### src/rtl/hqc_sampler_pkg.sv
// Shared constants and types for the HQC fixed-weight sampler (HQC-128 parameter set).
package hqc_sampler_pkg;

    localparam int N      = 17669;
    localparam int M      = 15;
    localparam int TAU    = 75;
    localparam int LOGTAU = 7;

    typedef enum logic {
        IDLE = 1'b0,
        FILL = 1'b1
    } state_t;

    typedef logic [15:0]       cand_t;
    typedef logic [M-1:0]      loc_t;
    typedef logic [LOGTAU-1:0] addr_t;

    localparam loc_t  N_LOC    = loc_t'(N);
    localparam cand_t CAND_MSK = cand_t'((1 << M) - 1);

    // Keep only the low M bits of a raw 16-bit candidate.
    function automatic loc_t mask_cand(input cand_t c);
        return loc_t'(c & CAND_MSK);
    endfunction

    function automatic logic loc_in_range(input loc_t v);
        return v < N_LOC;
    endfunction

endpackage

### src/rtl/rand_word_unpacker.sv
// Two-entry candidate buffer: splits each accepted 32-bit random word into
// two 16-bit candidates (low half first) and presents them one per cycle.
module rand_word_unpacker
    import hqc_sampler_pkg::*;
(
    input  logic        clk,
    input  logic        rst,
    input  logic        active,
    input  logic        block,
    input  logic        pop,
    input  logic        flush,
    input  logic [31:0] rand_data,
    input  logic        rand_valid,
    output logic        rand_ready,
    output cand_t       head,
    output logic        head_valid
);

    cand_t       half [2];
    cand_t       slot_q [2];
    cand_t       slot_d [2];
    logic [1:0]  count_q;
    logic [1:0]  count_d;
    logic        push;

    for (genvar gi = 0; gi < 2; gi++) begin : g_half
        assign half[gi] = rand_data[16*gi +: 16];
    end

    // Accepting a word at count 1 is safe: the head is popped the same cycle.
    assign rand_ready = active && !block && (count_q != 2'd2);
    assign push       = rand_valid && rand_ready;
    assign head       = slot_q[0];
    assign head_valid = (count_q != 2'd0);

    always_comb begin
        slot_d[0] = slot_q[0];
        slot_d[1] = slot_q[1];
        count_d   = count_q;
        if (flush) begin
            count_d = 2'd0;
        end else if (push) begin
            slot_d[0] = half[0];
            slot_d[1] = half[1];
            count_d   = 2'd2;
        end else if (pop && head_valid) begin
            slot_d[0] = slot_q[1];
            count_d   = count_q - 2'd1;
        end
    end

    always_ff @(posedge clk) begin
        if (rst) begin
            slot_q[0] <= '0;
            slot_q[1] <= '0;
            count_q   <= 2'd0;
        end else begin
            slot_q[0] <= slot_d[0];
            slot_q[1] <= slot_d[1];
            count_q   <= count_d;
        end
    end

endmodule

### src/rtl/fixed_weight_sampler.sv
// Rejection sampler filling TAU location slots (or refilling one) from 32-bit random words.
// Optional SAMPLER_STATS_EN adds a saturating reject_count output.
module fixed_weight_sampler
    import hqc_sampler_pkg::*;
(
    input  logic              clk,
    input  logic              rst,
    input  logic              start,
    input  logic              refill,
    input  logic [LOGTAU-1:0] refill_addr,
    input  logic [31:0]       rand_data,
    input  logic              rand_valid,
    output logic              rand_ready,
    output logic [LOGTAU-1:0] wr_addr,
    output logic [M-1:0]      wr_data,
    output logic              wr_en,
    output logic              busy,
`ifdef SAMPLER_STATS_EN
    output logic [15:0]       reject_count,
`endif
    output logic              done
);

    state_t state_q, state_d;
    addr_t  target_q, target_d;
    addr_t  ptr_q, ptr_d;
    addr_t  acc_q, acc_d;
    logic   wr_en_q, wr_en_d;
    addr_t  wr_addr_q, wr_addr_d;
    loc_t   wr_data_q, wr_data_d;
    logic   last_q, last_d;
    logic   done_q, done_d;

    cand_t  head;
    logic   head_valid;
    loc_t   cand_loc;
    logic   running;
    logic   eval;
    logic   accept;
    logic   reject;
    logic   final_accept;

    // The last write and done trail the final accept, so stop sampling early.
    assign running      = (state_q == FILL) && !last_q && !done_q;
    assign cand_loc     = mask_cand(head);
    assign eval         = running && head_valid;
    assign accept       = eval && loc_in_range(cand_loc);
    assign reject       = eval && !loc_in_range(cand_loc);
    assign final_accept = accept && ((acc_q + addr_t'(1)) == target_q);

    rand_word_unpacker u_unpacker (
        .clk        (clk),
        .rst        (rst),
        .active     (running),
        .block      (final_accept),
        .pop        (eval),
        .flush      (final_accept),
        .rand_data  (rand_data),
        .rand_valid (rand_valid),
        .rand_ready (rand_ready),
        .head       (head),
        .head_valid (head_valid)
    );

    always_comb begin
        state_d   = state_q;
        target_d  = target_q;
        ptr_d     = ptr_q;
        acc_d     = acc_q;
        wr_en_d   = 1'b0;
        wr_addr_d = wr_addr_q;
        wr_data_d = wr_data_q;
        last_d    = 1'b0;
        done_d    = last_q;
        unique case (state_q)
            IDLE: begin
                if (start) begin
                    state_d  = FILL;
                    target_d = addr_t'(TAU);
                    ptr_d    = '0;
                    acc_d    = '0;
                end else if (refill) begin
                    state_d  = FILL;
                    target_d = addr_t'(1);
                    ptr_d    = refill_addr;
                    acc_d    = '0;
                end
            end
            FILL: begin
                if (accept) begin
                    wr_en_d   = 1'b1;
                    wr_addr_d = ptr_q;
                    wr_data_d = cand_loc;
                    acc_d     = acc_q + addr_t'(1);
                    // Hold the pointer on the last write so it stays inside the slot range.
                    if (final_accept) begin
                        last_d = 1'b1;
                    end else begin
                        ptr_d = ptr_q + addr_t'(1);
                    end
                end
                if (done_q) begin
                    state_d = IDLE;
                end
            end
            default: state_d = IDLE;
        endcase
    end

    always_ff @(posedge clk) begin
        if (rst) begin
            state_q   <= IDLE;
            target_q  <= '0;
            ptr_q     <= '0;
            acc_q     <= '0;
            wr_en_q   <= 1'b0;
            wr_addr_q <= '0;
            wr_data_q <= '0;
            last_q    <= 1'b0;
            done_q    <= 1'b0;
        end else begin
            state_q   <= state_d;
            target_q  <= target_d;
            ptr_q     <= ptr_d;
            acc_q     <= acc_d;
            wr_en_q   <= wr_en_d;
            wr_addr_q <= wr_addr_d;
            wr_data_q <= wr_data_d;
            last_q    <= last_d;
            done_q    <= done_d;
        end
    end

    assign wr_en   = wr_en_q;
    assign wr_addr = wr_addr_q;
    assign wr_data = wr_data_q;
    assign done    = done_q;
    assign busy    = (state_q == FILL);

`ifdef SAMPLER_STATS_EN
    logic [15:0] reject_cnt_q, reject_cnt_d;

    always_comb begin
        reject_cnt_d = reject_cnt_q;
        if (state_q == IDLE && (start || refill)) begin
            reject_cnt_d = '0;
        end else if (reject && reject_cnt_q != 16'hFFFF) begin
            reject_cnt_d = reject_cnt_q + 16'd1;
        end
    end

    always_ff @(posedge clk) begin
        if (rst) begin
            reject_cnt_q <= '0;
        end else begin
            reject_cnt_q <= reject_cnt_d;
        end
    end

    assign reject_count = reject_cnt_q;
`else
    logic unused_reject;
    assign unused_reject = reject;
`endif

endmodule

### config.mk
export PLATFORM = sky130hd
export DESIGN_NAME = fixed_weight_sampler
export DESIGN_NICKNAME = d
export VERILOG_FILES = /design/src/rtl/hqc_sampler_pkg.sv /design/src/rtl/rand_word_unpacker.sv /design/src/rtl/fixed_weight_sampler.sv
export SDC_FILE = /design/constraint.sdc
export NUM_CORES = 1
export LEC_CHECK = 0
export ABC_AREA = 1
export CAP_MARGIN = 20
export CORE_MARGIN = 8
export CORE_UTILIZATION = 50
export CTS_BUF_LIST = sky130_fd_sc_hd__clkbuf_8
export DETAILED_ROUTE_END_ITERATION = 16
export PLACE_DENSITY = 0.79
export SLEW_MARGIN = 15
export SYNTH_ARGS = -nofsm -noshare
export SYNTH_HDL_FRONTEND = slang
export SYNTH_SLANG_ARGS = --single-unit
### constraint.sdc
create_clock -name clk -period 3.5 [get_ports clk]
set_input_delay 0.35 -clock clk [delete_from_list [all_inputs] [get_ports clk]]
set_output_delay 0.35 -clock clk [all_outputs]
set_load 0.05 [all_outputs]
==> run_results.csv <==
group,metric,value,unit
status,status,"complete, no violations",
floorplanning,io_pins,70,
synthesis,yosysUniqueCellTypes,31,
synthesis,syn-cell-area,3320,sq um
placement,place_area,4000,sq um
sta,post-route-period-util,82.3,%
clock_tree,clkLatencyLatePin,0.35,ns
sta,tns,0,ns
worst_setup_path,crit_top_cell,"nand2_1",
floorplanning,die_area,9510,sq um
global_routing,antenna_found_initial,0,
sta,min_period,2.88,ns
sta,relSlewSlack,52.4,%
synthesis,ys_seq_area_share,44.6,%
floorplanning,initial_core_util,52.0,%
worst_setup_path,path_cells,"ha_1, nand3_1, o21ai_1, nand2_1, a21oi_2, nand3_4, nand2_1, inv_1, dlymetal6s2s_1",
global_routing,track_usage,17.1,%
clock_tree,cts_sinks,74,
flow_run,max-cap-violations,0,
worst_setup_path,startpoint_type,"flip-flop",
worst_setup_path,worst-path-max-fanout,19,
hold_path,hp-class,"reg2reg",
worst_setup_path,crit_family,"simple AND/OR/NAND/NOR gates",
sta,slew_violations,0,
routing,num_vias,3105,
routing,avgRoutedWirePerCell,13.2,um
worst_setup_path,slowest_delay,0.51,ns
worst_setup_path,end_kind,"output port",
final_layout,insertedDiodeCount,0,
final_layout,finish.instance_area,4200,sq um
placement,port_buffers,67,
routing,drt-total-wl,7.97,mm
worst_setup_path,required,3.15,ns
synthesis,synthesis.instances,463,
worst_setup_path,slowest_stage,"dfxtp_1",
synthesis,syn_avg_cell_area,7.17,sq um
clock_tree,cts_made_buffers,9,
routing,viasPerCell,5.14,
pwr,leakage,1.79,nW
global_routing,grt_pass1_wl,13.8,mm
global_routing,grt_pass1_vias,2993,
routing,drc_errors,0,
sta,hold_viol,0,
routing,drtPass1Iterations,4,
worst_setup_path,critPathBufInv,2,
final_layout,drive_gt1_share,6.64,%
global_routing,grt-ovfl-total,0,
sta,setup_viol,0,
worst_setup_path,critical_path_class,"reg2out",
synthesis,synth_fp_nets,511,
clock_tree,h-tree-depth,3,
sta,max_clock_freq,347,MHz
clock_tree,root_buffer,"clkbuf_8",
floorplanning,die_h,97.5,um
synthesis,synth_warnings,0,
placement,globalplace.congestion,0.803,
worst_setup_path,arrival,2.53,ns
pwr,power.density,480,nW/um^2
final_layout,layout_common_cells,"126 x nand2_1, 74 x dfxtp_1, 66 x clkdlybuf4s50_1, 55 x nor2_1, 52 x a21oi_1",
final_layout,layout_commonest_cell,"nand2_1",
final_layout,layout.nets,570,
sta,fin_skew,0.00837,ns
clock_tree,clock_path_buffers,2,
placement,dp_hpwl,5.57,mm
sta,grt_setup_unrepaired,"no",
routing,drtIter0Drc,191,
global_routing,grt_max_degree,46,
clock_tree,clk_pin_slew,0.07,ns
synthesis,ys_ff_latch,74,
clock_tree,cts_tree,"done",
worst_setup_path,r2r_setup_slack,0.67,ns
final_layout,syn2layout_area_growth,26.4,%
routing,antenna_left,0,
floorplanning,num_rows,29,
floorplanning,die_x,97.5,um
floorplanning,core_area,6390,sq um
pwr,peakVddDrop,0.000264,V
sta,worst_pin_slew,0.706,ns
==> per-layer routing <==
layer | GRT usage, % | up-vias | part of all wire, %
li1 | - | 1623 | -
met1 | 20.7 | 1379 | 45
met2 | 27.4 | 94 | 46
met3 | 4.48 | 9 | 7.8
met4 | 7.93 | 0 | 1.1
met5 | 0 | - | 0
==> cell type report <==
class,count,area [sq um]
Timing Repair Buffer,71,723
Clock buffer,10,138
Tap cell,77,96.3
Inverter,39,146
Sequential cell,74,1480
Fill cell,577,2190
Clock inverter,6,32.5
Multi-Input combinational cell,327,1580
==> worst reg2reg max path, delay by kind of cell (launching register included) <==
kind / cells / cell delay, ns
fa+ha+maj: 1 / 0.28
simple gates: 9 / 1.54
flops: 1 / 0.51
compound gates: 2 / 0.41
==> cell usage after synthesis, drive strengths merged <==
cell / number / area, sq um
nand2: 127 / 479
dfxtp: 74 / 1480
nor2: 60 / 265
a21oi: 53 / 269
inv: 39 / 146
o21ai: 33 / 165
nand4: 19 / 119
nand3: 14 / 95.1
buf: 13 / 75.1
clkbuf: 10 / 38.8
ha: 4 / 50.1
nor3: 3 / 20.0
xor2: 3 / 26.3
a211oi: 2 / 15.0
a22o: 2 / 17.5
a32o: 2 / 20.0
nand3b: 2 / 15.0
xnor2: 2 / 17.5
or2: 1 / 6.26
==> registers in the layout, summed over array words and instances (netlist names), 2 cells and up <==
signal	count
u_unpacker.count_q	2
target_q	2
wr_data	15
ptr_q	7
acc_q	7
u_unpacker.slot_q	30
wr_addr	7
==> final timing paths <==
kind	from	endpoint	depth (start not counted)
max reg2reg	acc_q[0]	u_unpacker.slot_q[0][6]	12
max	acc_q[0]	rand_ready	9
min reg2reg	done_d	done	2
min	done_d	done	2
==> logic make-up (layout without fill, tap and decap cells) <==
logic type / Yosys count / count (layout) / synth area share, %
AOI/OAI and AO/OA: 92 / 92 / 14.7
and+or+nand+nor: 226 / 226 / 30.1
DFF: 74 / 74 / 44.6
buffers and inverters: 62 / 126 / 7.83
adders and majority gates: 4 / 4 / 1.51
xor gates and xnor gates: 5 / 5 / 1.32
==> stage by stage <==
stage,utilization (%),hold slack [ns],setup WS (ns),cells,power (mW)
CTS,65.3,0.436,0.250,603,2.03
finish,65.7,0.435,0.620,604,2.02
global placement,62.6,0.421,0.678,587,1.44
floorplan,-,0.415,1.15,463,1.31
global route,65.7,0.443,0.282,604,2.13
detailed placement,62.6,0.426,0.641,587,1.45
==> power breakdown <==
part	total [mW]	internal (mW)	switching, mW	leakage, nW
Clock	0.576	0.270	0.306	0.0916
Sequential	0.953	0.914	0.0395	0.604
Combinational	0.488	0.179	0.309	1.10
==> timing repair <==
item | CTS | global route
buffers inserted | 0 | 0
endpoints found under the setup margin | 0 | 1
resized for setup | 0 | 1
hold buffers | 0 | 0
(Power assumes the default switching activity.)
